==> config.mk <==
export PLATFORM = sky130hd
export DESIGN_NAME = prbs_gen_par_flat
export DESIGN_NICKNAME = d
export VERILOG_FILES = /design/src/rtl/prbs_pkg.sv /design/src/rtl/prbs_gen_par_if.sv /design/src/rtl/prbs_lfsr_step.sv /design/src/rtl/prbs_gen_par.sv /design/src/flat_wrapper.sv
export SDC_FILE = /design/constraint.sdc
export NUM_CORES = 1
export LEC_CHECK = 0
export BUFFER_PORTS_ARGS = -buffer_cell sky130_fd_sc_hd__buf_4
export CORE_MARGIN = 5
export CORE_UTILIZATION = 34
export DETAILED_ROUTE_END_ITERATION = 8
export PLACE_DENSITY = 0.52
export SYNTH_ARGS = -nofsm -noshare
export SYNTH_HDL_FRONTEND = slang
export SYNTH_HIERARCHICAL = 1
export SYNTH_SLANG_ARGS = --single-unit
==> constraint.sdc <==
create_clock -name clock -period 7 [get_ports clock]
set_input_delay 2.1 -clock clock [delete_from_list [all_inputs] [get_ports clock]]
set_output_delay 2.1 -clock clock [all_outputs]
set_load 0.02 [all_outputs]
==> src/rtl/prbs_pkg.sv <==
// Shared PRBS definitions: mode encodings, per-mode register length and feedback tap,
// plus helpers for masking and zero-seed protection.
package prbs_pkg;

  localparam int unsigned MAX_LEN = 31;

  typedef enum logic [2:0] {
    ModePrbs7  = 3'd0,
    ModePrbs9  = 3'd1,
    ModePrbs15 = 3'd2,
    ModePrbs23 = 3'd3,
    ModePrbs31 = 3'd4
  } prbs_mode_e;

  function automatic logic mode_is_valid(logic [2:0] mode);
    return mode <= 3'd4;
  endfunction

  // Reserved encodings fall back to PRBS9.
  function automatic prbs_mode_e mode_sanitize(logic [2:0] mode);
    return mode_is_valid(mode) ? prbs_mode_e'(mode) : ModePrbs9;
  endfunction

  function automatic logic [4:0] mode_len(prbs_mode_e mode);
    case (mode)
      ModePrbs7:  return 5'd7;
      ModePrbs15: return 5'd15;
      ModePrbs23: return 5'd23;
      ModePrbs31: return 5'd31;
      default:    return 5'd9;
    endcase
  endfunction

  function automatic logic [4:0] mode_tap(prbs_mode_e mode);
    case (mode)
      ModePrbs7:  return 5'd6;
      ModePrbs15: return 5'd14;
      ModePrbs23: return 5'd18;
      ModePrbs31: return 5'd28;
      default:    return 5'd5;
    endcase
  endfunction

  function automatic logic [MAX_LEN-1:0] len_mask(logic [4:0] len);
    return (31'd1 << len) - 31'd1;
  endfunction

  // An all-zero LFSR would lock up, so a zero seed becomes all ones.
  function automatic logic [MAX_LEN-1:0] seed_init(logic [4:0] len, logic [MAX_LEN-1:0] seed);
    logic [MAX_LEN-1:0] masked;
    masked = seed & len_mask(len);
    return (masked == '0) ? len_mask(len) : masked;
  endfunction

endpackage

==> src/rtl/prbs_gen_par_if.sv <==
// Valid/ready word stream carrying PRBS output words.
interface prbs_gen_par_if #(
  parameter int unsigned NW = 8
);
  logic [NW-1:0] data;
  logic          valid;
  logic          ready;

  modport master (output data, output valid, input ready);
  modport slave  (input data, input valid, output ready);
endinterface

==> src/rtl/prbs_lfsr_step.sv <==
// Combinational unroll of NW Fibonacci LFSR steps; word_o[NW-1] is the earliest bit.
module prbs_lfsr_step
  import prbs_pkg::*;
#(
  parameter int unsigned NW = 8
) (
  input  logic [MAX_LEN-1:0] state_i,
  input  logic [4:0]         len_i,
  input  logic [4:0]         tap_i,
  output logic [NW-1:0]      word_o,
  output logic [MAX_LEN-1:0] state_o
);

  logic [MAX_LEN-1:0] s;
  logic [MAX_LEN-1:0] mask;
  logic               msb;
  logic               fb;

  always_comb begin
    mask   = len_mask(len_i);
    s      = state_i;
    msb    = 1'b0;
    fb     = 1'b0;
    word_o = '0;
    for (int k = 0; k < NW; k++) begin
      msb = s[len_i - 5'd1];
      fb  = msb ^ s[tap_i - 5'd1];
      word_o[NW-1-k] = msb;
      s = {s[MAX_LEN-2:0], fb} & mask;
    end
    state_o = s;
  end

endmodule

==> src/rtl/prbs_gen_par.sv <==
// Parallel runtime-selectable PRBS generator, NW bits per word behind a valid/ready stage.
// Define PRBS_ERR_INJ_EN to add i_err_inj, which inverts the MSB of a loaded word.
module prbs_gen_par
  import prbs_pkg::*;
#(
  parameter int unsigned NW       = 8,
  parameter logic [2:0]  RST_MODE = 3'd1,
  parameter logic [30:0] SEED     = 31'h1AA
) (
  input  logic          clock,
  input  logic          i_reset,
  input  logic          i_enable,
  input  logic          i_seed_load,
  input  logic [2:0]    i_mode,
  input  logic [30:0]   i_seed,
`ifdef PRBS_ERR_INJ_EN
  input  logic          i_err_inj,
`endif
  prbs_gen_par_if.master out_if,
  output logic          o_seed_fix,
  output logic          o_mode_err
);

  localparam prbs_mode_e         RstMode  = mode_sanitize(RST_MODE);
  localparam logic [MAX_LEN-1:0] RstState = seed_init(mode_len(RstMode), SEED);

  prbs_mode_e         mode_q, mode_d;
  logic [MAX_LEN-1:0] state_q, state_d;
  logic [NW-1:0]      data_q, data_d;
  logic               valid_q, valid_d;
  logic               seed_fix_q, seed_fix_d;
  logic               mode_err_q, mode_err_d;

  logic [NW-1:0]      step_word;
  logic [MAX_LEN-1:0] step_state;
  logic [NW-1:0]      load_word;
  logic [4:0]         new_len;
  logic               load;

  prbs_lfsr_step #(
    .NW (NW)
  ) u_step (
    .state_i (state_q),
    .len_i   (mode_len(mode_q)),
    .tap_i   (mode_tap(mode_q)),
    .word_o  (step_word),
    .state_o (step_state)
  );

  assign load = i_enable && (!valid_q || out_if.ready);

`ifdef PRBS_ERR_INJ_EN
  assign load_word = {step_word[NW-1] ^ i_err_inj, step_word[NW-2:0]};
`else
  assign load_word = step_word;
`endif

  assign new_len = mode_len(mode_sanitize(i_mode));

  always_comb begin
    mode_d     = mode_q;
    state_d    = state_q;
    data_d     = data_q;
    valid_d    = valid_q;
    seed_fix_d = 1'b0;
    mode_err_d = 1'b0;
    if (i_seed_load) begin
      // Any word still held in o_data is dropped here.
      mode_d     = mode_sanitize(i_mode);
      mode_err_d = !mode_is_valid(i_mode);
      state_d    = seed_init(new_len, i_seed);
      seed_fix_d = (i_seed & len_mask(new_len)) == '0;
      valid_d    = 1'b0;
    end else if (load) begin
      data_d  = load_word;
      valid_d = 1'b1;
      state_d = step_state;
    end else if (valid_q && out_if.ready) begin
      valid_d = 1'b0;
    end
  end

  always_ff @(posedge clock) begin
    if (i_reset) begin
      mode_q     <= RstMode;
      state_q    <= RstState;
      data_q     <= '0;
      valid_q    <= 1'b0;
      seed_fix_q <= 1'b0;
      mode_err_q <= 1'b0;
    end else begin
      mode_q     <= mode_d;
      state_q    <= state_d;
      data_q     <= data_d;
      valid_q    <= valid_d;
      seed_fix_q <= seed_fix_d;
      mode_err_q <= mode_err_d;
    end
  end

  assign out_if.data  = data_q;
  assign out_if.valid = valid_q;
  assign o_seed_fix   = seed_fix_q;
  assign o_mode_err   = mode_err_q;

endmodule

==> src/flat_wrapper.sv <==
// flat-port wrapper written by rule: the top's interface ports become plain ports
module prbs_gen_par_flat import prbs_pkg::*;
#(
  parameter int unsigned NW       = 8,
  parameter logic [2:0]  RST_MODE = 3'd1,
  parameter logic [30:0] SEED     = 31'h1AA
)
  (clock, i_reset, i_enable, i_seed_load, i_mode, i_seed, o_seed_fix, o_mode_err, out_if_data, out_if_valid, out_if_ready);
  prbs_gen_par_if #(.NW(NW)) out_if_i ();
  input  logic clock;
  input  logic i_reset;
  input  logic i_enable;
  input  logic i_seed_load;
  input  logic [2:0] i_mode;
  input  logic [30:0] i_seed;
  output logic o_seed_fix;
  output logic o_mode_err;
  output wire logic [$bits(out_if_i.data)-1:0] out_if_data;
  output wire logic [$bits(out_if_i.valid)-1:0] out_if_valid;
  input wire logic [$bits(out_if_i.ready)-1:0] out_if_ready;
  assign out_if_data = out_if_i.data;
  assign out_if_valid = out_if_i.valid;
  assign out_if_i.ready = out_if_ready;
  prbs_gen_par #(.NW(NW), .RST_MODE(RST_MODE), .SEED(SEED)) u_core (.clock(clock), .i_reset(i_reset), .i_enable(i_enable), .i_seed_load(i_seed_load), .i_mode(i_mode), .i_seed(i_seed), .out_if(out_if_i), .o_seed_fix(o_seed_fix), .o_mode_err(o_mode_err));
endmodule
# --- After elaboration in Yosys (flattened, before gate mapping) ---
# Cells that the tools add are included.
word_totals:
  regBits: 45
  input_bits: 39
  output_inout_bits: 11
  word_cells: 93
op_classes:
  addsub: 4
  magnitude_cmp: 3
  eq_ne: 6
  shift: 2
  n_mux: 41
  n_bitwise: 18
  n_reduce_logical: 13
ops:
  columns: ["op", "n"]
  rows:
  - ["bitwise AND 31 bit", 9]
  - ["2-to-1 mux 31 bit", 3]
  - ["binary-select mux 1 bit (select 5 bit)", 16]
  - ["<< shifter 1 x 5 -> 31 bit (first input constant)", 2]
  - ["subtractor 31 x 1 -> 31 bit (second input constant)", 2]
  - ["one-hot mux 5 bit (4 select lines)", 3]
  - ["zero test 31 bit", 1]
  - ["2-to-1 mux 1 bit", 18]
  - ["equality test 3 x 2 -> 1 bit (second input constant)", 4]
  - ["less-than comparator 5 x 6 -> 1 bit (second input constant)", 2]
  - ["subtractor 5 x 1 -> 5 bit (second input constant)", 2]
  - ["bitwise XOR 1 bit", 8]
  - ["equality test 3 bit (second input constant)", 2]
  - ["zero test 3 bit", 2]
  - ["nonzero test 2 bit", 2]
  - ["OR reduction 2 bit", 2]
  - ["less-or-equal comparator 3 bit (second input constant)", 1]
  - ["2-to-1 mux 3 bit", 1]
  - ["logical AND 1 bit", 2]
  - ["zero test 1 bit", 2]
  - ["AND reduction 2 bit", 1]
  - ["logical OR 1 bit", 1]
  - ["NOT 1 bit", 1]

# --- Longest topological paths before layout ---
# Gate-level depths: netlist of run 1.
logic_depth:
  depth_word: 37
  mapped_depth: 36
  depth_no_buf: 29

# --- Hierarchy ---
# The synthesis of run 1 kept the hierarchy.
modules_own_cells:
  columns: ["module", "instances", "cells_each", "area_per_inst_um2", "seq_area_each_um2"]
  rows:
  - ["prbs_lfsr_step", 1, 1289, 8612.0, 0.0]
  - ["prbs_gen_par", 1, 279, 2349.8, 900.9]

# --- Least setup slack after synthesis of run 1 ---
# OpenSTA, ideal clock, no wires.
synth_timing:
  kind: "register -> register"
  start: "reg u_core.mode_q[0]"
  end: "reg u_core.data_q[0] (netlist: u_core/out_if.data[0])"
  setup_ps: 71
  t_arrival_ps: 7446
  t_required_ps: 6929
  setup_slack_ps: -517
  stages_incl_launch_ff: 33
  n_path_buf: 7
  period_less_slack_ps: 7517
  path_cell_list: "dfxtp_1 nor2b_1 a21oi_1 inv_1 clkbuf_1 inv_1 clkbuf_1 clkbuf_1 buf_1 ha_1 clkbuf_1 clkbuf_1 mux4_2 nor2_1 a311oi_1 a311o_1 xor2_1 a41o_1 a311o_1 or4b_1 o2111ai_2 nand2_1 o221a_4 a22oi_1 nand4b_1 a41oi_1 mux2_2 o22a_1 and2_1 o31ai_2 buf_4 nand2_1 a21oi_1"
synth_via:
  elab_chain_len: 33
  elab_cells_between_ends: 54
  cone_classes: "3 x add/sub; 3 x eq/ne; 1 x shift; 32 x mux; 14 x bitwise; 1 x reduce/logical"
synth_rtl:
  columns: ["item", "line_no", "source"]
  rows:
  - ["start: declaration", "prbs_gen_par.sv:27", "prbs_mode_e mode_q, mode_d;"]
  - ["start signal: assignment", "prbs_gen_par.sv:85", "mode_q <= RstMode;"]
  - ["start signal: assignment", "prbs_gen_par.sv:92", "mode_q <= mode_d;"]
  - ["equality test 3 bit, or another cell as far along", "prbs_pkg.sv:25, prbs_pkg.sv:35", null]
  - ["one-hot mux 5 bit (4 select lines), on equally long branches", "prbs_pkg.sv:25, prbs_pkg.sv:35", null]
  - ["subtractor 5 x 1 -> 5 bit, on equally long branches", "prbs_lfsr_step.sv:26, prbs_lfsr_step.sv:27", null]
  - ["binary-select mux 1 bit (select 5 bit), on equally long branches", "prbs_lfsr_step.sv:26, prbs_lfsr_step.sv:27", null]
  - ["2-to-1 mux 1 bit, on equally long branches", "prbs_lfsr_step.sv:26, prbs_lfsr_step.sv:27", null]
  - ["bitwise XOR 1 bit", "prbs_lfsr_step.sv:27", "fb = msb ^ s[tap_i - 5'd1];"]
  - ["bitwise AND 31 bit", "prbs_lfsr_step.sv:29", "s = {s[MAX_LEN-2:0], fb} & mask;"]
  - ["binary-select mux 1 bit (select 5 bit), on equally long branches", "prbs_lfsr_step.sv:26, prbs_lfsr_step.sv:27", null]
  - ["[18 not listed]", null, null]
  - ["bitwise AND 31 bit", "prbs_lfsr_step.sv:29", null]
  - ["binary-select mux 1 bit (select 5 bit), on equally long branches", "prbs_lfsr_step.sv:26, prbs_lfsr_step.sv:27", null]
  - ["2-to-1 mux 1 bit, on equally long branches", "prbs_lfsr_step.sv:26, prbs_lfsr_step.sv:27", null]
  - ["bitwise XOR 1 bit", "prbs_lfsr_step.sv:27", null]
  - ["bitwise AND 31 bit", "prbs_lfsr_step.sv:29", null]
  - ["binary-select mux 1 bit (select 5 bit) (*)", "prbs_lfsr_step.sv:26", "msb = s[len_i - 5'd1];"]
  - ["2-to-1 mux 1 bit (not written as such) (*)", "prbs_lfsr_step.sv:26", null]
  - ["named net u_core.u_step.msb", "prbs_lfsr_step.sv:16", "logic msb;"]
  - ["end signal: assignment", "prbs_gen_par.sv:94", "data_q <= data_d;"]
  - ["end: declaration", "prbs_gen_par.sv:29", "logic [NW-1:0] data_q, data_d;"]
# The timed path passes the listed nets; every way through them passes the cells marked *. The select of a mux whose other input is x is not followed.
# A chain may end at the register's enable or synchronous reset.

# --- Worst setup path in the final report of run 1 ---
layout_timing:
  start: "reg u_core.mode_q[1]"
  end: "reg u_core.state_q[0]"
layout_via:
  elab_chain_len: 37
  elab_cells_between_ends: 60
  cone_classes: "3 x add/sub; 3 x eq/ne; 1 x shift; 36 x mux; 16 x bitwise; 1 x reduce/logical"
layout_rtl:
  columns: ["item", "line_no", "source"]
  rows:
  - ["equality test 3 bit, or another cell as far along", "prbs_pkg.sv:25, prbs_pkg.sv:35", null]
  - ["one-hot mux 5 bit (4 select lines), on equally long branches", "prbs_pkg.sv:25, prbs_pkg.sv:35", null]
  - ["subtractor 5 x 1 -> 5 bit, on equally long branches", "prbs_lfsr_step.sv:26, prbs_lfsr_step.sv:27", null]
  - ["binary-select mux 1 bit (select 5 bit), on equally long branches", "prbs_lfsr_step.sv:26, prbs_lfsr_step.sv:27", null]
  - ["2-to-1 mux 1 bit, on equally long branches", "prbs_lfsr_step.sv:26, prbs_lfsr_step.sv:27", null]
  - ["bitwise XOR 1 bit", "prbs_lfsr_step.sv:27", null]
  - ["bitwise AND 31 bit", "prbs_lfsr_step.sv:29", null]
  - ["binary-select mux 1 bit (select 5 bit), on equally long branches", "prbs_lfsr_step.sv:26, prbs_lfsr_step.sv:27", null]
  - ["[22 not listed]", null, null]
  - ["bitwise AND 31 bit", "prbs_lfsr_step.sv:29", null]
  - ["binary-select mux 1 bit (select 5 bit), on equally long branches", "prbs_lfsr_step.sv:26, prbs_lfsr_step.sv:27", null]
  - ["2-to-1 mux 1 bit, on equally long branches", "prbs_lfsr_step.sv:26, prbs_lfsr_step.sv:27", null]
  - ["bitwise XOR 1 bit", "prbs_lfsr_step.sv:27", null]
  - ["bitwise AND 31 bit (*)", "prbs_lfsr_step.sv:29", null]
  - ["named net u_core.step_state[0]", "prbs_gen_par.sv:35", "logic [MAX_LEN-1:0] step_state;"]
  - ["2-to-1 mux 31 bit (*)", "prbs_gen_par.sv:74", "end else if (load) begin"]
  - ["2-to-1 mux 31 bit (*)", "prbs_gen_par.sv:67", "if (i_seed_load) begin"]
  - ["end signal: assignment", "prbs_gen_par.sv:86", "state_q <= RstState;"]
  - ["end signal: assignment", "prbs_gen_par.sv:93", "state_q <= state_d;"]
  - ["end: declaration", "prbs_gen_par.sv:28", "logic [MAX_LEN-1:0] state_q, state_d;"]
# Marked as above.

==> run metrics, run 1 <==
outcome=complete, but fails checks; failing checks=max-slew violations; crit end category=flop; worst slew pin tran=2.119 ns; critical path endpoint=u_core/state_q[0]; htree depth=2; crit share post-route=0.9770; routability congestion estimate=1.028; switching share of power=0.5214; routed wire length per instance=31.52 µm; slowest cell delay on critical path=0.54 ns; Hold Buf Count CTS=0; R2R depth=30; die height=189.6 µm; EDFF count, synth=0; post-synthesis average cell area=6.991 µm²; power after layout=2.894 mW; Syn. warnings=6; DP HPWL=54500 µm; via count=15.15k; Fin. Hold Viols=0; FMAX=0.1462 GHz; Starting DRT DRC Count=2223; Initial Util=0.3456; final instance area=14380 µm²; CTS Buffer Depth=2; CP startpoint kind=flop; Reg clk slew, reported paths=0.07 ns; pre-CTS WS=-0.09167 ns; Rel. slew slack=-0.4177; cell area after synthesis=10960 µm²; Pins Over Slew Limit=15; # DRC=0; worst min path class=flop to flop; largest net degree at the start of global routing=69; Final ANT Viol Nets=0; global-route wire length before repair=98950 µm; Root Buffer=clkbuf_16; final net count=1850; vias per cell=6.869; Seq pwr share=0.106; number of distinct library cells after synthesis=111; # rows=65; sequential area share after synthesis=0.08218; total grt overflow=0; DIE AREA=35930 µm²; first-pass iteration count of the detailed router=6; r2r setup slk=0.16 ns; clock network fraction of design power=0.099; most common cell in the netlist=nand2_1; Synth Instances=1568; Routed WL=69540 µm; Setup Skew=0.009466 ns; required time worst endpoint=7.21 ns; Core ar.=31720 µm²; clk_lat worst skew=0.32 ns; RR Startpoint=u_core/mode_q[1]; minimum hold slack=0.4914 ns; Crit. Startpoint=u_core/mode_q[1]; Finish-stage setup viols=0; Total GRT Usage=0.3672; placed cell area=13540 µm²; Worst Path Arrival=7.05 ns; share of cells above drive strength 1=0.3195; vias in the first global route=14.03k; IO Port Bufs=49; CTS tree=built; Comb pwr share=0.795; Worst Setup Path Type=flop to flop; Area Overhead vs Synth=31.14%; Layout Cells excl Fill=2206; io pins=50; CP max stage cell=o31ai_1; register bit count reported by yosys=45; Int Power=1.385 mW; placed cells=2172; worst-case vdd ir drop=138.2 µV; Post-synth ARST share=0; cell mode on critical path=buf_4; Setup WS post-layout=0.1612 ns; initial antenna violation count=3; Crit Reg-Reg Endpoint=u_core/state_q[0]; P_sw=1.509 mW; largest fanout on the critical path=9; most area-consuming cells after synthesis=mux4_2, dfxtp_1, nand2_1, nor2_1, a21oi_1; post-synth top area cell=mux4_2; fillers=3321; Main synth FF type=dfxtp_1; TritonCTS buffer count=5; Die W=189.6 µm; P per Cell Area=201.4 nW/µm²; clk sinks=45; Max Cap Viol=0; Final min period=6.839 ns; Leak=5.505 nW; most common library cells after synthesis=nand2_1, nor2_1, clkbuf_1, a21oi_1, nand3_1; hold path cells=2; Yosys top cell area share=0.1068
==> worst max-delay path: cells and delay by family (launching register included) <==
kind / cells / cell delay [ns]
and+or+nand+nor: 3 / 0.76
buffers and inverters: 8 / 1.39
DFF: 1 / 0.36
xor gates and xnor gates: 1 / 0.19
muxes: 3 / 0.54
AOI/OAI and AO/OA: 15 / 3.47
==> registers in the layout, indices dropped and copies added (netlist names) <==
signal	flops
u_core/out_if.valid	1
u_core/mode_q	3
u_core/out_if.data	8
u_core/o_mode_err	1
u_core/state_q	31
u_core/o_seed_fix	1
==> area by class of cell <==
type                       instances  area (µm²)  area share
sequential                        45       905.9     0.06302
antenna                            1       2.502   0.0001741
multi-input combinational       1340        9814      0.6827
clock inverter                     3       46.29    0.003220
inverter                          49       183.9     0.01279
tap                              402       503.0     0.03499
clock buffer                       5       125.1    0.008704
timing repair buffer             361        2794      0.1944
==> placed cells by master, fill, tap and decap left out, types with 12 or more instances in the layout <==
cell,n
o211ai_1,21
o31ai_1,17
nand2_1,164
a21oi_1,90
xnor2_1,18
mux2i_1,34
nor3_1,55
and2_1,20
nor2b_1,19
a211oi_1,19
o22ai_1,15
and3_1,22
nand4_1,34
nor4_1,15
nand2b_1,24
a31oi_1,22
mux4_2,52
a221oi_1,17
nor2_1,157
o21ai_0,67
mux2_2,25
or2_2,13
nand3_1,82
or3_1,20
inv_1,46
o221ai_1,12
buf_4,351
dfxtp_1,43
==> power by group through the flow <==
stage / Combinational [mW] / Clock (mW) / Sequential (mW)
floorplan: 1.12 / 0 / 0.303
global placement: 2.06 / 0 / 0.312
detailed placement: 2.06 / 0 / 0.311
CTS: 2.09 / 0.292 / 0.306
global route: 2.39 / 0.299 / 0.308
finish: 2.30 / 0.286 / 0.308
==> worst min path at each step <==
stage                                  to  slack, ns             startpoint
global route        u_core/out_if.data[3]       0.51  u_core/out_if.data[3]
floorplan                u_core/mode_q[2]       0.52       u_core/mode_q[2]
CTS                 u_core/out_if.data[1]       0.49  u_core/out_if.data[1]
finish              u_core/out_if.data[4]       0.49  u_core/out_if.data[4]
global placement    u_core/out_if.data[2]       0.46  u_core/out_if.data[2]
detailed placement  u_core/out_if.data[1]       0.48  u_core/out_if.data[1]
==> stage by stage <==
step | utilization | setup TNS (ns)
2_1_floorplan | - | 0
3_3_place_gp | 0.4267 | 0
3_5_place_dp | 0.4267 | -0.09467
4_1_cts | 0.4338 | 0
5_1_grt | 0.4531 | -0.01974
6_report | 0.4532 | 0
==> kinds of logic after synthesis <==
kind of cell    count (synthesis)  share of synthesized area
simple gates                  698                     0.3241
compound gates                484                     0.3234
buf+inv                       186                    0.06906
mux                           111                     0.1636
flops                          45                    0.08218
xor+xnor                       34                    0.02717
fa+ha+maj                       9                    0.01027
other cells                     1                  0.0003421
==> repair_timing <==
| item | 4_1_cts | 5_1_grt |
|---|---|---|
| gates cloned | 0 | 2 |
| setup endpoints to repair | 2 | 4 |
| pin swaps | 2 | 24 |
| setup buffers | 0 | 23 |
| resized for setup | 11 | 86 |
==> routing by layer <==
| metal | track usage | part of all wire | up-vias |
|---|---|---|---|
| met5 | 0 | 0 | - |
| met4 | 0.1452 | 0.048 | 0 |
| met3 | 0.06239 | 0.10 | 186 |
| met2 | 0.5510 | 0.43 | 996 |
| met1 | 0.5244 | 0.42 | 7464 |
| li1 | - | - | 6508 |
No activity file was read; power rests on OpenSTA's default activity.
==> run 2, diff against run 1 <==
--- a/config.mk
+++ b/config.mk
@@ -10,6 +10,7 @@
 export CORE_UTILIZATION = 34
 export DETAILED_ROUTE_END_ITERATION = 8
 export PLACE_DENSITY = 0.52
+export RECOVER_POWER = 50
 export SYNTH_ARGS = -nofsm -noshare
 export SYNTH_HDL_FRONTEND = slang
 export SYNTH_HIERARCHICAL = 1
==> run 2 against run 1 <==
Net effect: total power is 0.28% lower; clock-buffer cell count unchanged; utilization is 0.13 points lower; via count rose by 0.20%; the run still ends with max-slew violations left; non-clock buffer count unchanged; combinational power hardly changed; hold slack better by 0.00086 ns; highest routed layer unchanged; clock skew is essentially flat; first-iteration DRC count shrank 2.1%; fmax is 0.16% lower; setup slack got worse by 0.011 ns.
==> run metrics, run 2 (same netlist as run 1, synthesis figures left out) <==
Worst Setup Path Type=flop to flop; worst slew pin tran=2.111 ns; Final ANT Viol Nets=0; CTS tree=built; initial antenna violation count=3; outcome=complete, but fails checks; DP HPWL=54500 µm; P per Cell Area=201.4 nW/µm²; Core ar.=31720 µm²; fillers=3329; CTS Buffer Depth=2; clk sinks=45; worst min path class=flop to flop; vias per cell=6.883; worst-case vdd ir drop=138.0 µV; failing checks=max-slew violations; slowest cell delay on critical path=0.55 ns; HP Start=u_core/out_if.data[1]; Worst Path Arrival=7.06 ns; crit share post-route=0.9785; first-pass iteration count of the detailed router=6; Starting DRT DRC Count=2176; TritonCTS buffer count=5; Pins Over Slew Limit=15; CP startpoint kind=flop; most flop-heavy register=u_core/state_q; routed wire length per instance=31.51 µm; Max Cap Viol=0; Rel. slew slack=-0.4126; minimum hold slack=0.4922 ns; Die W=189.6 µm; Final min period=6.850 ns; Setup Skew=0.008985 ns; Crit. Startpoint=u_core/mode_q[1]; # rows=65; final net count=1850; via count=15.18k; commonest non-fill, non-tap cells in the layout=buf_4, nand2_1, nor2_1; Area Overhead vs Synth=30.76%; largest fanout on the critical path=9; Largest register FFs=31; placed cell area=13540 µm²; Reg clk slew, reported paths=0.07 ns; global-route wire length before repair=98950 µm; Finish-stage setup viols=0; Routed WL=69500 µm; Hold Buf Count CTS=0; Leak=5.459 nW; htree depth=2; cell mode on critical path=buf_4; # DRC=0; clk_lat worst skew=0.32 ns; CP max stage cell=o31ai_1; routability congestion estimate=1.028; final instance area=14330 µm²; Total GRT Usage=0.3672; Initial Util=0.3456; Register Area=905.9 µm²; io pins=50; commonest non-fill, non-tap cell in the layout=buf_4; total grt overflow=0; DIE AREA=35930 µm²; Fin. Hold Viols=0; share of cells above drive strength 1=0.3134; die height=189.6 µm; area occupied by multi-input gates=9814 µm²; IO Port Bufs=49; vias in the first global route=14.03k; Root Buffer=clkbuf_16; FMAX=0.1460 GHz; largest net degree at the start of global routing=69; required time worst endpoint=7.21 ns; RR Startpoint=u_core/mode_q[1]; crit end category=flop
run 2: cell count changes in the layout (fill, tap and decap cells not counted):
cell / previous run / this run
clkbuf_1: 0 / 11
buf_4: 351 / 340
run 2: final timing paths:
path | end | slack [ns] | cells after the start
min reg2reg | u_core/out_if.data[1] | 0.49 | 2
max reg2reg | u_core/state_q[0] | 0.15 | 30
max | u_core/state_q[0] | 0.15 | 30
min | u_core/out_if.data[1] | 0.49 | 2
run 2: per-layer routing:
metal | global-route usage | wire length [µm] | up-vias
met2 | 0.5510 | 29530 | 1041
met1 | 0.5244 | 29220 | 7441
met5 | 0 | 0 | -
met4 | 0.1452 | 3288 | 0
li1 | - | - | 6512
met3 | 0.06239 | 7465 | 190
run 2: layout make-up:
type,count,area share
multi-input cells,1340,0.6847
clock buffers,5,0.008729
diodes,1,0.0001746
repair buffers,361,0.1920
well taps,402,0.03509
flip-flops and latches,45,0.06320
clock inverters,3,0.003230
inverters,49,0.01283
run 2: critical path: cells and delay by family, from the launching register on:
| kind | cells | cell delay, ns |
|---|---|---|
| and+or+nand+nor | 3 | 0.76 |
| buffers and inverters | 8 | 1.39 |
| AOI/OAI and AO/OA | 15 | 3.47 |
| muxes | 3 | 0.54 |
| DFF | 1 | 0.36 |
| xor gates and xnor gates | 1 | 0.19 |
run 2: power by group:
| part | total (mW) | internal, mW | leakage [nW] | switching [mW] |
|---|---|---|---|---|
| Combinational | 2.29 | 0.936 | 5.01 | 1.36 |
| Clock | 0.285 | 0.169 | 0.0800 | 0.116 |
| Sequential | 0.307 | 0.276 | 0.371 | 0.0318 |
| Total | 2.89 | 1.38 | 5.46 | 1.51 |
run 2: per-stage QoR:
| stage | power (mW) | setup TNS [ns] | worst slack, ns | cells | utilization |
|---|---|---|---|---|---|
| 5_1_grt | 2.991 | -0.01974 | -0.01974 | 2205 | 0.4518 |
| 3_3_place_gp | 2.375 | 0 | 0.06737 | 2172 | 0.4267 |
| 6_report | 2.886 | 0 | 0.1503 | 2206 | 0.4519 |
| 3_5_place_dp | 2.371 | -0.09467 | -0.09167 | 2172 | 0.4267 |
| 2_1_floorplan | 1.420 | 0 | 0.009584 | 1571 | - |
| 4_1_cts | 2.686 | 0 | 0.01662 | 2180 | 0.4338 |
run 2: what timing repair did:
action | in CTS | in global routing
gates resized for setup | 11 | 86
gates cloned | 0 | 2
setup buffers | 0 | 23
endpoints found under the setup margin | 2 | 4
pin swaps | 2 | 24
